===== src/rtl/atpg_pkg.sv =====
`default_nettype none
// +----------------------------------------------------------------------+
// | atpg_pkg                                                             |
// | Shared FSM encoding, key/hold defaults and GPIO pad index map.       |
// | Revision: 1.0                                                        |
// +----------------------------------------------------------------------+
package atpg_pkg;

    typedef enum logic [2:0] {
        ST_IDLE  = 3'd0,
        ST_SHIFT = 3'd1,
        ST_ARMED = 3'd2,
        ST_ATPG  = 3'd3,
        ST_LOCK  = 3'd4
    } atpg_state_e;

    localparam logic [7:0] KEY_VAL_DEF  = 8'hA5;
    localparam int         HOLD_CYC_DEF = 16;

    localparam int GP_SE  = 0;
    localparam int GP_SI0 = 1;
    localparam int GP_SI1 = 2;
    localparam int GP_SO0 = 3;
    localparam int GP_SO1 = 4;

endpackage
`default_nettype wire


===== src/rtl/atpg_sync2.sv =====
`default_nettype none
// +----------------------------------------------------------------------+
// | atpg_sync2                                                           |
// | Two-flop synchronizer for asynchronous test pad inputs.              |
// | Revision: 1.0                                                        |
// +----------------------------------------------------------------------+
module atpg_sync2 (
    input  logic clk,
    input  logic rstz,
    input  logic d_i,
    output logic q_o
);

    logic meta_q;
    logic sync_q;

    always_ff @(posedge clk or negedge rstz) begin
        if (!rstz) begin
            meta_q <= 1'b0;
            sync_q <= 1'b0;
        end else begin
            meta_q <= d_i;
            sync_q <= meta_q;
        end
    end

    assign q_o = sync_q;

endmodule
`default_nettype wire


===== src/rtl/atpg_mode_ctl.sv =====
`default_nettype none
// +----------------------------------------------------------------------+
// | atpg_mode_ctl                                                        |
// | Serial-key gated ATPG entry; routes GPIO pads to the scan chains.    |
// | Option macro ATPG_FAIL_LIMIT_EN: sticky LOCK after 3 bad keys.       |
// | Revision: 1.0                                                        |
// +----------------------------------------------------------------------+
module atpg_mode_ctl
    import atpg_pkg::*;
#(
    parameter int               KEY_W    = 8,
    parameter logic [KEY_W-1:0] KEY_VAL  = KEY_VAL_DEF,
    parameter int               HOLD_CYC = HOLD_CYC_DEF,
    parameter int               NCHAIN   = 2
) (
    input  logic              clk,
    input  logic              rstz,
    input  logic              tst_i,
    input  logic              scl_i,
    input  logic              sda_i,
    input  logic [4:0]        gpio_i,
    input  logic [NCHAIN-1:0] so_i,
    output logic              atpg_en,
    output logic              scan_en,
    output logic [NCHAIN-1:0] si_o,
    output logic [4:0]        gpio_o,
    output logic [4:0]        gpio_oe
);

    localparam int CNT_W  = $clog2(KEY_W + 1);
    localparam int HOLD_W = $clog2(HOLD_CYC + 1);

    logic tst_s, scl_s, sda_s;

    atpg_sync2 u_sync_tst (.clk(clk), .rstz(rstz), .d_i(tst_i), .q_o(tst_s));
    atpg_sync2 u_sync_scl (.clk(clk), .rstz(rstz), .d_i(scl_i), .q_o(scl_s));
    atpg_sync2 u_sync_sda (.clk(clk), .rstz(rstz), .d_i(sda_i), .q_o(sda_s));

    atpg_state_e        state_q, state_d;
    logic [KEY_W-1:0]   key_sr_q, key_sr_d;
    logic [CNT_W-1:0]   cnt_q, cnt_d;
    logic [HOLD_W-1:0]  hold_q, hold_d;
    logic               scl_prev_q;
    logic               scl_rise;
    logic [KEY_W-1:0]   key_next;
    logic               fail_inc;
    logic               lock_hold;

    assign scl_rise = scl_s & ~scl_prev_q;
    assign key_next = {key_sr_q[KEY_W-2:0], sda_s};

    // TST low has priority over everything, so a coincident SCL rise is dropped.
    always_comb begin
        state_d  = state_q;
        key_sr_d = key_sr_q;
        cnt_d    = cnt_q;
        hold_d   = hold_q;
        fail_inc = 1'b0;
        if (!tst_s) begin
            key_sr_d = '0;
            cnt_d    = '0;
            hold_d   = '0;
            state_d  = (state_q == ST_LOCK && lock_hold) ? ST_LOCK : ST_IDLE;
        end else begin
            case (state_q)
                ST_IDLE:  state_d = ST_SHIFT;
                ST_SHIFT: begin
                    if (scl_rise) begin
                        key_sr_d = key_next;
                        cnt_d    = cnt_q + CNT_W'(1);
                        if (cnt_q == CNT_W'(KEY_W - 1)) begin
                            if (key_next == KEY_VAL) begin
                                state_d = ST_ARMED;
                                hold_d  = '0;
                            end else begin
                                state_d  = ST_LOCK;
                                fail_inc = 1'b1;
                            end
                        end
                    end
                end
                ST_ARMED: begin
                    if (scl_rise)
                        state_d = ST_LOCK;
                    else if (hold_q == HOLD_W'(HOLD_CYC - 1))
                        state_d = ST_ATPG;
                    else
                        hold_d = hold_q + HOLD_W'(1);
                end
                ST_ATPG:  state_d = ST_ATPG;
                ST_LOCK:  state_d = ST_LOCK;
                default:  state_d = ST_IDLE;
            endcase
        end
    end

    always_ff @(posedge clk or negedge rstz) begin
        if (!rstz) begin
            state_q    <= ST_IDLE;
            key_sr_q   <= '0;
            cnt_q      <= '0;
            hold_q     <= '0;
            scl_prev_q <= 1'b0;
        end else begin
            state_q    <= state_d;
            key_sr_q   <= key_sr_d;
            cnt_q      <= cnt_d;
            hold_q     <= hold_d;
            scl_prev_q <= scl_s;
        end
    end

`ifdef ATPG_FAIL_LIMIT_EN
    logic [1:0] fail_q, fail_d;
    logic       unused_bits;

    always_comb begin
        fail_d = fail_q;
        if (fail_inc && fail_q != 2'd3)
            fail_d = fail_q + 2'd1;
    end

    always_ff @(posedge clk or negedge rstz) begin
        if (!rstz)
            fail_q <= 2'd0;
        else
            fail_q <= fail_d;
    end

    assign lock_hold   = (fail_q == 2'd3);
    assign unused_bits = ^{key_sr_q[KEY_W-1], gpio_i[GP_SO1], gpio_i[GP_SO0]};
`else
    logic unused_bits;
    assign lock_hold   = 1'b0;
    assign unused_bits = ^{key_sr_q[KEY_W-1], gpio_i[GP_SO1], gpio_i[GP_SO0], fail_inc};
`endif

    // Outputs decode only the registered state, so reset and exit are glitch-free.
    always_comb begin
        atpg_en = (state_q == ST_ATPG);
        scan_en = 1'b0;
        si_o    = '0;
        gpio_o  = '0;
        gpio_oe = '0;
        if (state_q == ST_ATPG) begin
            scan_en         = gpio_i[GP_SE];
            si_o[0]         = gpio_i[GP_SI0];
            si_o[1]         = gpio_i[GP_SI1];
            gpio_o[GP_SO0]  = so_i[0];
            gpio_o[GP_SO1]  = so_i[1];
            gpio_oe[GP_SO0] = 1'b1;
            gpio_oe[GP_SO1] = 1'b1;
        end
    end

endmodule
`default_nettype wire


===== config.mk =====
export PLATFORM = sky130hd
export DESIGN_NAME = atpg_mode_ctl
export DESIGN_NICKNAME = d
export VERILOG_FILES = /design/src/rtl/atpg_pkg.sv /design/src/rtl/atpg_sync2.sv /design/src/rtl/atpg_mode_ctl.sv
export SDC_FILE = /design/constraint.sdc
export NUM_CORES = 1
export LEC_CHECK = 0
export ABC_AREA = 0
export CAP_MARGIN = 20
export CORE_MARGIN = 5
export CORE_UTILIZATION = 51
export CTS_CLUSTER_DIAMETER = 150
export CTS_CLUSTER_SIZE = 28
export DETAILED_ROUTE_END_ITERATION = 6
export MAX_ROUTING_LAYER = met4
export PLACE_DENSITY = 0.75
export SLEW_MARGIN = 30
export SYNTH_ARGS = -nofsm -noshare
export SYNTH_HDL_FRONTEND = slang
export SYNTH_HIERARCHICAL = 1
export SYNTH_SLANG_ARGS = --single-unit
export TNS_END_PERCENT = 100

===== constraint.sdc =====
create_clock -name clk -period 2.3 [get_ports clk]
set_input_delay 0.46 -clock clk [delete_from_list [all_inputs] [get_ports clk]]
set_output_delay 0.46 -clock clk [all_outputs]
set_load 0.02 [all_outputs]

==> flow_summary.json <==
{
  "outcome": "finished, final reports clean",
  "netlist_area_pre_place_um2": 1380,
  "grt_start_max_net_pins": 27,
  "overflow": 0,
  "start_util_pct": 54.7,
  "ir_worst_vdd_mv": 0.505,
  "synthesis.instances": 135,
  "cts.htree.levels": 1,
  "clock_sink_count": 26,
  "pre_cts_ws_ns": 0.141,
  "layout_cell_share_with_drive_strength_beyond_1_pct": 11.1,
  "gp_congestion": 0.851,
  "setup-violations-final": 0,
  "clock_path_buffers": 2,
  "worstSkewPairLatency_ns": 0.33,
  "r2r_setup_slack_ns": 0.12,
  "root_buffer": "clkbuf_4",
  "floorplan.die.width_um": 62.0,
  "cts_inserted_buffers": 3,
  "fin_tns_setup_ns": 0,
  "min_path_cells": 0,
  "clock-skew-final_ns": 0.00751,
  "floorplan.io_pins": 26,
  "synthesized_area_per_cell_um2": 10.2,
  "cellPowerDensity_nw_per_um2": 529,
  "nets": 169,
  "start_kind": "register",
  "place.detailed.hpwl_um": 1910,
  "first_iter_violations": 28,
  "max_cap_violations": 0,
  "worst_r2r_startpoint": "hold_q[1]",
  "antenna_left": 0,
  "synth_top_flop_cell": "dfrtp_1",
  "post-route-drc-count": 0,
  "initial_antenna_violation_count": 0,
  "via_count_of_the_first_global_routing_pass": 1028,
  "die-area_um2": 3850,
  "areaGrowthSynthToFinish_pct": 17.9,
  "grt_first_pass_wirelength_um": 4660,
  "worstSetupEndpoint": "si_o[0]",
  "cts.reportedPaths.clkPinSlew_ns": 0.14,
  "synth-seq-area-share_pct": 47.1,
  "timing.critical_path.arrival_ns": 1.76,
  "postSynthRegisterBits": 26,
  "dr_total_vias": 1018,
  "wl_cell_um": 14.2,
  "end_kind": "output port",
  "rsz0062_at_grt": "false",
  "grt_use_total_pct": 16.8,
  "achievable-frequency_mhz": 451,
  "setup.worst_path.start": "state_q[2]",
  "synthArstFlopShare_pct": 100,
  "synth_largest_area_cell": "dfrtp_1",
  "critical_path_class": "register to output port",
  "synth_top_cell_area_share_pct": 47.1,
  "floorplan.core_area_um2": 2520,
  "pins_over_their_slew_limit": 0,
  "period_needed_ns": 2.22,
  "postLayoutSetupSlackWorst_ns": 0.0815,
  "regToRegEndpoint": "hold_q[2]",
  "final_cell_mix": "26 x dfrtp_1, 13 x nand2_1, 13 x clkdlybuf4s50_1, 11 x nand3_1",
  "synth-warning-count": 6,
  "yosys.cell_types.count": 40,
  "tritoncts_clock_tree": "done",
  "num_rows": 18,
  "critPathMaxFanout": 8,
  "reg2reg_depth": 7,
  "portBuffers": 17,
  "cts_hold_repair.buffers": 0,
  "synth-edff-count": 0,
  "crit_required_ns": 1.84,
  "yosys-top-cells-area": "dfrtp_1 47%, buf_4 4.9%, a21boi_1 4.4%, nand3_1 4.0%, and2_1 3.6%",
  "die_h_um": 62.0,
  "post-route-period-util_pct": 96.5,
  "viasPerCell": 5.56,
  "route.final.wire_length_um": 2600,
  "final_common_cell": "dfrtp_1",
  "antenna_cells": 0,
  "leakagePower_nw": 0.794,
  "dr.pass1.iters": 5,
  "hold_path_class": "register to register",
  "number_of_failing_hold_endpoints_at_the_final_stage": 0
}
==> flip-flops by register name (all words and copies together), names as in the netlist <==
name               cells
u_sync_scl/q_o         1
key_sr_q               7
cnt_q                  4
hold_q                 5
scl_prev_q             1
state_q                3
u_sync_sda/q_o         1
u_sync_tst/meta_q      1
u_sync_sda/meta_q      1
u_sync_tst/q_o         1
u_sync_scl/meta_q      1
==> logic make-up after synthesis <==
family / Yosys count / synth area share (%)
AND/OR/NAND/NOR: 63 / 28.2
flip-flops: 26 / 47.1
AO/OA/AOI/OAI: 21 / 11.8
buffers and inverters: 17 / 7.25
adder cells (fa/ha/maj): 3 / 2.72
XOR/XNOR: 3 / 1.90
other: 1 / 0.272
multiplexers: 1 / 0.725
==> per-stage QoR <==
step,power (W),std cells,hold slack [ns],cell area (µm²),util [%]
floorplan,0.000524,140,0.164,1400,-
finish,0.000860,183,0.365,1630,64.5
global route,0.000895,183,0.372,1630,64.5
CTS,0.000867,183,0.368,1620,64.1
detailed placement,0.000550,179,0.336,1560,62.0
global placement,0.000548,179,0.334,1560,62.0
==> critical path, cell delays in order (launching register included) <==
cell and delay, ns:
dfrtp_1 0.40, and3b_2 0.30, and2_1 0.14, clkdlybuf4s50_1 0.60
==> synthesized netlist by cell type, types with 2 or more instances <==
cell type and instances:
buf_4 9, xnor2_1 3, a211o_1 3, clkbuf_1 3
a21boi_1 8, dfrtp_1 26, nand4bb_1 3, inv_1 3
nand2_1 13, buf_2 2, nand2b_1 3, and3_1 4
nor3_1 2, nand3b_1 3, nor2_1 4, ha_1 3
nor2b_1 2, and2_1 8, nor4b_1 2, nand3_1 11
==> metal layers <==
| layer | track usage, % | part of all wire (%) | vias to the layer above |
|---|---|---|---|
| li1 | - | - | 497 |
| met1 | 20.4 | 43 | 502 |
| met2 | 28.8 | 52 | 17 |
| met3 | 1.86 | 3.1 | 2 |
| met4 | 5.45 | 1.3 | 0 |
| met5 | - | 0 | - |
==> worst min path at each step <==
stage / startpoint / end / slack (ns)
floorplan: rstz / cnt_q[0] / 0.16
global placement: u_sync_scl/meta_q / u_sync_scl/q_o / 0.33
detailed placement: u_sync_sda/meta_q / u_sync_sda/q_o / 0.34
CTS: u_sync_sda/meta_q / u_sync_sda/q_o / 0.37
global route: u_sync_scl/meta_q / u_sync_scl/q_o / 0.37
finish: u_sync_scl/meta_q / u_sync_scl/q_o / 0.36
==> power breakdown <==
group / switching (W) / total, W / internal [W] / leakage [nW]
sequential: 0.00000847 / 0.000475 / 0.000466 / 0.344
combinational: 0.0000378 / 0.0000671 / 0.0000293 / 0.422
clock: 0.000142 / 0.000318 / 0.000176 / 0.0279
total: 0.000188 / 0.000860 / 0.000672 / 0.794
==> layout make-up <==
| type | instances | area, µm² |
|---|---|---|
| Inverter | 3 | 11.3 |
| Sequential cell | 26 | 651 |
| Fill cell | 200 | 896 |
| Multi-Input combinational cell | 97 | 649 |
| Tap cell | 30 | 37.5 |
| Clock inverter | 1 | 30.0 |
| Clock buffer | 3 | 22.5 |
| Timing Repair Buffer | 23 | 225 |
==> what timing repair did <==
action,CTS,global route
buffers inserted,0,0
endpoints found under the setup margin,5,4
gates resized for setup,1,4
cloned,0,0
No activity file was read; power rests on OpenSTA's default activity.
